===== src/rtl/am2902_chain.sv =====
// GROUPS-wide Am2902-style look-ahead carry generator with multi-beat carry chaining.
// Define AM2902_BEAT_COUNT_EN to add the out_beat chain-position output.
module am2902_chain #(
  parameter int GROUPS = 4
) (
  input  logic              clk,
  input  logic              nreset,
  input  logic              in_valid,
  output logic              in_ready,
  input  logic [GROUPS-1:0] in_ng,
  input  logic [GROUPS-1:0] in_np,
  input  logic              in_cin,
  input  logic              in_first,
  input  logic              in_last,
  output logic              out_valid,
  input  logic              out_ready,
  output logic [GROUPS-1:0] out_cout,
  output logic              out_ng,
  output logic              out_np,
  output logic              out_cused,
  output logic              out_last,
  output logic              out_seq_err
`ifdef AM2902_BEAT_COUNT_EN
  ,
  output logic [7:0]        out_beat
`endif
);

  typedef enum logic {IDLE, CHAIN} state_t;

  state_t            state_reg, state_next;
  logic              chain_c_reg;
  logic              accept;
  logic              cused;
  logic              seq_err;
  logic [GROUPS-1:0] cout;
  logic [GROUPS-1:0] gen_cout;

  // Ripple form of the look-ahead equations; inputs are active-low.
  function automatic logic [GROUPS-1:0] carry_chain(input logic [GROUPS-1:0] ng,
                                                    input logic [GROUPS-1:0] np,
                                                    input logic              c_in);
    logic [GROUPS-1:0] res;
    logic              c;
    res = '0;
    c   = c_in;
    for (int i = 0; i < GROUPS; i++) begin
      c      = ~ng[i] | (~np[i] & c);
      res[i] = c;
    end
    return res;
  endfunction

  assign in_ready = ~out_valid | out_ready;
  assign accept   = in_valid & in_ready;
  assign cused    = in_first ? in_cin : chain_c_reg;
  assign cout     = carry_chain(in_ng, in_np, cused);
  assign gen_cout = carry_chain(in_ng, in_np, 1'b0);

  always_comb begin
    state_next = state_reg;
    seq_err    = 1'b0;
    case (state_reg)
      IDLE:    seq_err = ~in_first;
      CHAIN:   seq_err = in_first;
      default: seq_err = 1'b0;
    endcase
    // Every framing case resolves the same way: last closes, otherwise chain continues.
    if (accept) begin
      state_next = in_last ? IDLE : CHAIN;
    end
  end

  always_ff @(posedge clk or negedge nreset) begin
    if (!nreset) begin
      state_reg   <= IDLE;
      chain_c_reg <= 1'b0;
    end else begin
      state_reg <= state_next;
      if (accept) begin
        chain_c_reg <= in_last ? 1'b0 : cout[GROUPS-1];
      end
    end
  end

  always_ff @(posedge clk or negedge nreset) begin
    if (!nreset) begin
      out_valid   <= 1'b0;
      out_cout    <= '0;
      out_ng      <= 1'b1;
      out_np      <= 1'b1;
      out_cused   <= 1'b0;
      out_last    <= 1'b0;
      out_seq_err <= 1'b0;
    end else if (accept) begin
      out_valid   <= 1'b1;
      out_cout    <= cout;
      out_ng      <= ~gen_cout[GROUPS-1];
      out_np      <= ~(&(~in_np));
      out_cused   <= cused;
      out_last    <= in_last;
      out_seq_err <= seq_err;
    end else if (out_ready) begin
      out_valid <= 1'b0;
    end
  end

`ifdef AM2902_BEAT_COUNT_EN
  // First and orphan beats both start a fresh count.
  always_ff @(posedge clk or negedge nreset) begin
    if (!nreset) begin
      out_beat <= 8'd0;
    end else if (accept) begin
      if (in_first || state_reg == IDLE) begin
        out_beat <= 8'd1;
      end else if (out_beat != 8'd255) begin
        out_beat <= out_beat + 8'd1;
      end
    end
  end
`endif

endmodule

===== config.mk =====
export PLATFORM = sky130hd
export DESIGN_NAME = am2902_chain
export DESIGN_NICKNAME = d
export VERILOG_FILES = /design/src/rtl/am2902_chain.sv
export SDC_FILE = /design/constraint.sdc
export NUM_CORES = 1
export LEC_CHECK = 0
export BUFFER_PORTS_ARGS = -buffer_cell sky130_fd_sc_hd__buf_4
export CAP_MARGIN = 20
export CORE_MARGIN = 4
export CORE_UTILIZATION = 34
export CTS_BUF_LIST = sky130_fd_sc_hd__clkbuf_4
export DETAILED_ROUTE_END_ITERATION = 10
export PLACE_DENSITY = 0.6
export REMOVE_ABC_BUFFERS = 1
export SETUP_SLACK_MARGIN = 0.5
export SYNTH_ARGS = -nofsm -noshare
export SYNTH_HDL_FRONTEND = slang
export SYNTH_SLANG_ARGS = --single-unit

===== constraint.sdc =====
create_clock -name clk -period 1.8 [get_ports clk]
set_clock_uncertainty 0.2 [all_clocks]
set_input_delay 0.09 -clock clk [delete_from_list [all_inputs] [get_ports clk]]
set_output_delay 0.09 -clock clk [all_outputs]
set_load 0.02 [all_outputs]

Word level (Yosys, flattened, before mapping)
Index checks and enable logic that the tools add are counted.
W data, S select, Z words.
- bits in registers: 12
- input port bits: 15
- output and inout bits: 11
- word-level logic and storage cells: 47
- mux-type cells: 6
- bitwise gates (word level): 30
- reduce and logical (&&, ||, !) cells: 2
- operators with widths (operator ; count):
    $not A1 Y1 ; 13
    $and A1 B1 Y1 ; 8
    $or A1 B1 Y1 ; 8
    $mux W1 ; 5
    $not A4 Y4 ; 1
    $reduce_and A4 Y1 ; 1
    $pmux W1 S2 ; 1
    $reduce_bool A2 Y1 ; 1

Depth between registers and ports, before layout
- depth after elaboration: 10
- gate-level depth with buffers: 6

Worst setup path before layout
OpenSTA, ideal clock, no wires.
- path kind: register to register
- start: register out_valid
- end: register out_cout[0]
- library setup time: 0.125 ns
- arrival time: 1.337 ns
- data required time: 1.475 ns
- path slack: 0.138 ns
- cell stages (with the launch flop): 5
- path buffers: 1
- path through: dfrtp_1 -> nand2b_1 -> nand2_1 -> buf_2 -> mux2_2
- word-level cells in the longest chain between the ends: 3
- RTL lines (item ; line ; text):
    start: declaration ; 15 ; output logic out_valid,
    start signal: assignment ; 88 ; out_valid <= 1'b0;
    start signal: assignment ; 96 ; out_valid <= 1'b1;
    start signal: assignment ; 104 ; out_valid <= 1'b0;
    $not A1 Y1 ; 54 ; assign in_ready = ~out_valid | out_ready;
    $or A1 B1 Y1 ; 54 ;
    net in_ready ; 9 ; output logic in_ready,
    $and A1 B1 Y1 ; 55 ; assign accept = in_valid & in_ready;
    end signal: assignment ; 97 ; out_cout <= cout;
    end: declaration ; 17 ; output logic [GROUPS-1:0] out_cout,
The timed path passes the listed nets, and every way through them passes these cells.
A chain may end at the register's enable or synchronous reset.

Worst setup path after layout
- start: register chain_c_reg
- end: register out_cout[3]
- word-level cells in the longest chain between the ends: 9
- RTL lines (item ; line ; text):
    start: declaration ; 32 ; logic chain_c_reg;
    start signal: assignment ; 81 ; chain_c_reg <= in_last ? 1'b0 : cout[GROUPS-1];
    $mux W1 ; 56 ; assign cused = in_first ? in_cin : chain_c_reg;
    $and A1 B1 Y1 ; 48 ; c = ~ng[i] | (~np[i] & c);
    $or A1 B1 Y1 ; 48 ;
    $and A1 B1 Y1 ; 48 ;
    $or A1 B1 Y1 ; 48 ;
    $and A1 B1 Y1 ; 48 ;
    $or A1 B1 Y1 ; 48 ;
    $and A1 B1 Y1 ; 48 ;
    $or A1 B1 Y1 ; 48 ;
No other way between the ends.

==> impl_metrics.tcl <==
set metrics [dict create \
    status "finished, violations left" \
    violations "negative hold slack" \
    clkLatencyLatePin_ns 0.27 \
    wirelength_microns 1330 \
    fin_crit_ns 1.39 \
    max_stage_delay_ns 0.41 \
    antenna_cells 0 \
    numCtsBuffers 3 \
    synth_cell_types 21 \
    portBuffers 25 \
    viasPerCell 4.77 \
    synth_seq_area_share_pct 54.9 \
    cts-hold-fix-buffers 11 \
    critical_path.endpoint_type "register" \
    dieArea_sq_mm 0.00233 \
    worst-endpoint-required_ns 1.76 \
    min-delay-path-class "in -> reg" \
    yosys.area.top_type "dfrtp_1" \
    max_slew_margin_pct 87.3 \
    setup_viol 0 \
    core_sq_mm 0.00152 \
    die_h_microns 48.3 \
    drv_cap 0 \
    worst_slew_pin_slew_ns 0.190 \
    dp_slack_ns 0.279 \
    wl_per_cell_microns 12.6 \
    largest_reg_flops 4 \
    synth_area_leaders "dfrtp_1, dfstp_2, o21ai_1" \
    final_cells 106 \
    power_density_mw_per_mm2 789 \
    drt_first_pass_iters 4 \
    dieWidth_microns 48.3 \
    ys_ff_latch 12 \
    finalInstanceArea_sq_um 962 \
    start_util_pct 36.2 \
    overflow 0 \
    nets 106 \
    maxSlewViolCount 0 \
    rsz0062_at_grt "yes" \
    num_rows 14 \
    cts.clk_slew.worst_paths_ns 0.08 \
    dp_hpwl_microns 899 \
    vias 506 \
    ioPinCount 26 \
    cts_tree "done" \
    crit_fanout 3 \
    crit_type "reg -> reg" \
    dpl.cell_count 88 \
    area_growth_pct 74.4 \
    fin_crit_sh_pct 77.1 \
    arrival_ns 1.35 \
    grt_usage_pct 11.9 \
    grt_max_degree 22 \
    grt_pass1_wl_microns 1880 \
    grt_pass1_vias 455 \
    postSynthCellCount 48 \
    regMostFlops "out_cout" \
    cpMaxStageDelayCell "dfrtp_1" \
    avgSynthCellArea_sq_um 11.5 \
    htree_num_levels 1 \
    critical_path_buf_inv_count 0 \
    netlist.area_leader.share_pct 45.4 \
    antenna_left 0 \
    root_buffer "clkbuf_4" \
    drc_errors 0 \
    gp_congestion 0.743 \
    antenna_found_initial 0 \
    path_delay_family "flip-flops" \
    leakage_nw 0.443 \
    ir_drop_mv 0.535 \
    cp-start-kind "register" \
    cp_cell_sequence "mux2i_4 -> o221ai_2 -> nor3b_2 -> a211o_1" \
    netlist_area_sq_um 552 \
    setup_ws_ns 0.412 \
    clockBufferDepth 2 \
    whs_ns -0.0588 \
    clock.fmax_mhz 720 \
    place_area_sq_um 757 \
    yosysWarnings 0 \
    hold_viol_final 1 \
    clock-sinks 12 \
    layout-drive-gt1-share_pct 47.8 \
    initialDrtViolationCount 1 \
]
## cell type report
type	count	area [sq um]
clock buffer	3	22.5
timing repair buffer	40	358
fill	136	562
clock inverter	1	3.75
sequential	12	303
multi-input combinational	34	255
tap	16	20.0
## per-layer routing
metal  track usage, %  up-vias  wire (microns)
met3             3.69        2             105
met4             6.45        0              15
met2             18.8       17             648
met5                0        -               0
li1                 -      258               -
met1             14.4      229             563
## cell usage in the layout, fill, tap and decap left out, types with 2 or more instances in the layout
master,Yosys,routed
a211o_1,2,2
o21ai_1,6,6
nand2_1,7,6
dfstp_2,2,2
dlygate4sd3_1,0,11
nor2_1,2,2
mux2_2,2,2
dfrtp_1,10,10
nand2b_1,2,2
clkbuf_4,0,3
buf_4,0,27
o21ai_0,2,2
## where the power goes
group          leakage, nW  internal (W)  total [W]  switching (W)
clock network       0.0154     0.0000804   0.000172      0.0000918
logic                0.289      0.000135   0.000251       0.000116
registers            0.139      0.000313   0.000336      0.0000222
total                0.443      0.000529   0.000759       0.000230
## Yosys cell counts
library cell / count
mux2_1: 1
dfrtp_1: 10
o21a_1: 1
xor2_1: 1
o21a_2: 1
a211o_1: 2
dfstp_2: 2
o31a_1: 1
mux2_2: 2
o221ai_2: 1
nand2b_1: 2
nor2_1: 2
nor3_1: 1
nor3b_1: 1
buf_2: 2
mux2i_2: 1
nand2_1: 7
o21ai_0: 2
o21ai_1: 6
nor4b_2: 1
or3_4: 1
## stage by stage
stage / util, % / TNS (ns) / total power, W
after floorplan: - / -0.00665 / 0.000444
after global placement: 49.7 / 0 / 0.000548
after detailed placement: 49.7 / 0 / 0.000550
after CTS: 60.5 / 0 / 0.000756
after global routing: 63.1 / 0 / 0.000804
final: 63.1 / 0 / 0.000759
## cells by family (layout without fill, tap and decap cells)
kind of cell | Yosys count | in the layout | synth area share (%)
AND/OR/NAND/NOR | 15 | 15 | 15.4
multiplexers | 4 | 4 | 8.62
AO/OA/AOI/OAI | 14 | 14 | 17.7
buffers and inverters | 2 | 44 | 1.81
flip-flops | 12 | 12 | 54.9
XOR/XNOR | 1 | 1 | 1.59
## final timing paths
| kind | cells past startpoint | endpoint | slack (ns) | start |
|---|---|---|---|---|
| max in group asynchronous | 3 | out_np$_DFFE_PN1P_ | 0.65 | nreset |
| min in group asynchronous | 3 | out_valid$_DFFE_PN0P_ | 0.52 | nreset |
| worst max-delay path | 4 | out_cout[3]$_DFFE_PN0P_ | 0.41 | chain_c_reg$_DFFE_PN0P_ |
| worst min register to register | 2 | out_np$_DFFE_PN1P_ | 0.27 | out_np$_DFFE_PN1P_ |
| worst min-delay path | 3 | out_valid$_DFFE_PN0P_ | -0.06 | out_ready |
| worst max register to register | 4 | out_cout[3]$_DFFE_PN0P_ | 0.41 | chain_c_reg$_DFFE_PN0P_ |
## repair_timing
item / in CTS / in global routing
endpoints found under the hold margin: 22 / 1
endpoints found under the setup margin: 5 / 5
gates cloned: 0 / 1
buffers inserted: 1 / 1
pin swaps: 2 / 1
gates resized for setup: 4 / 2
## worst register-to-register path: stages (launching register included)
cell	delay, ns
dfrtp_1	0.41
mux2i_4	0.17
o221ai_2	0.12
nor3b_2	0.16
a211o_1	0.22
Power figures use the tool's default switching activity.
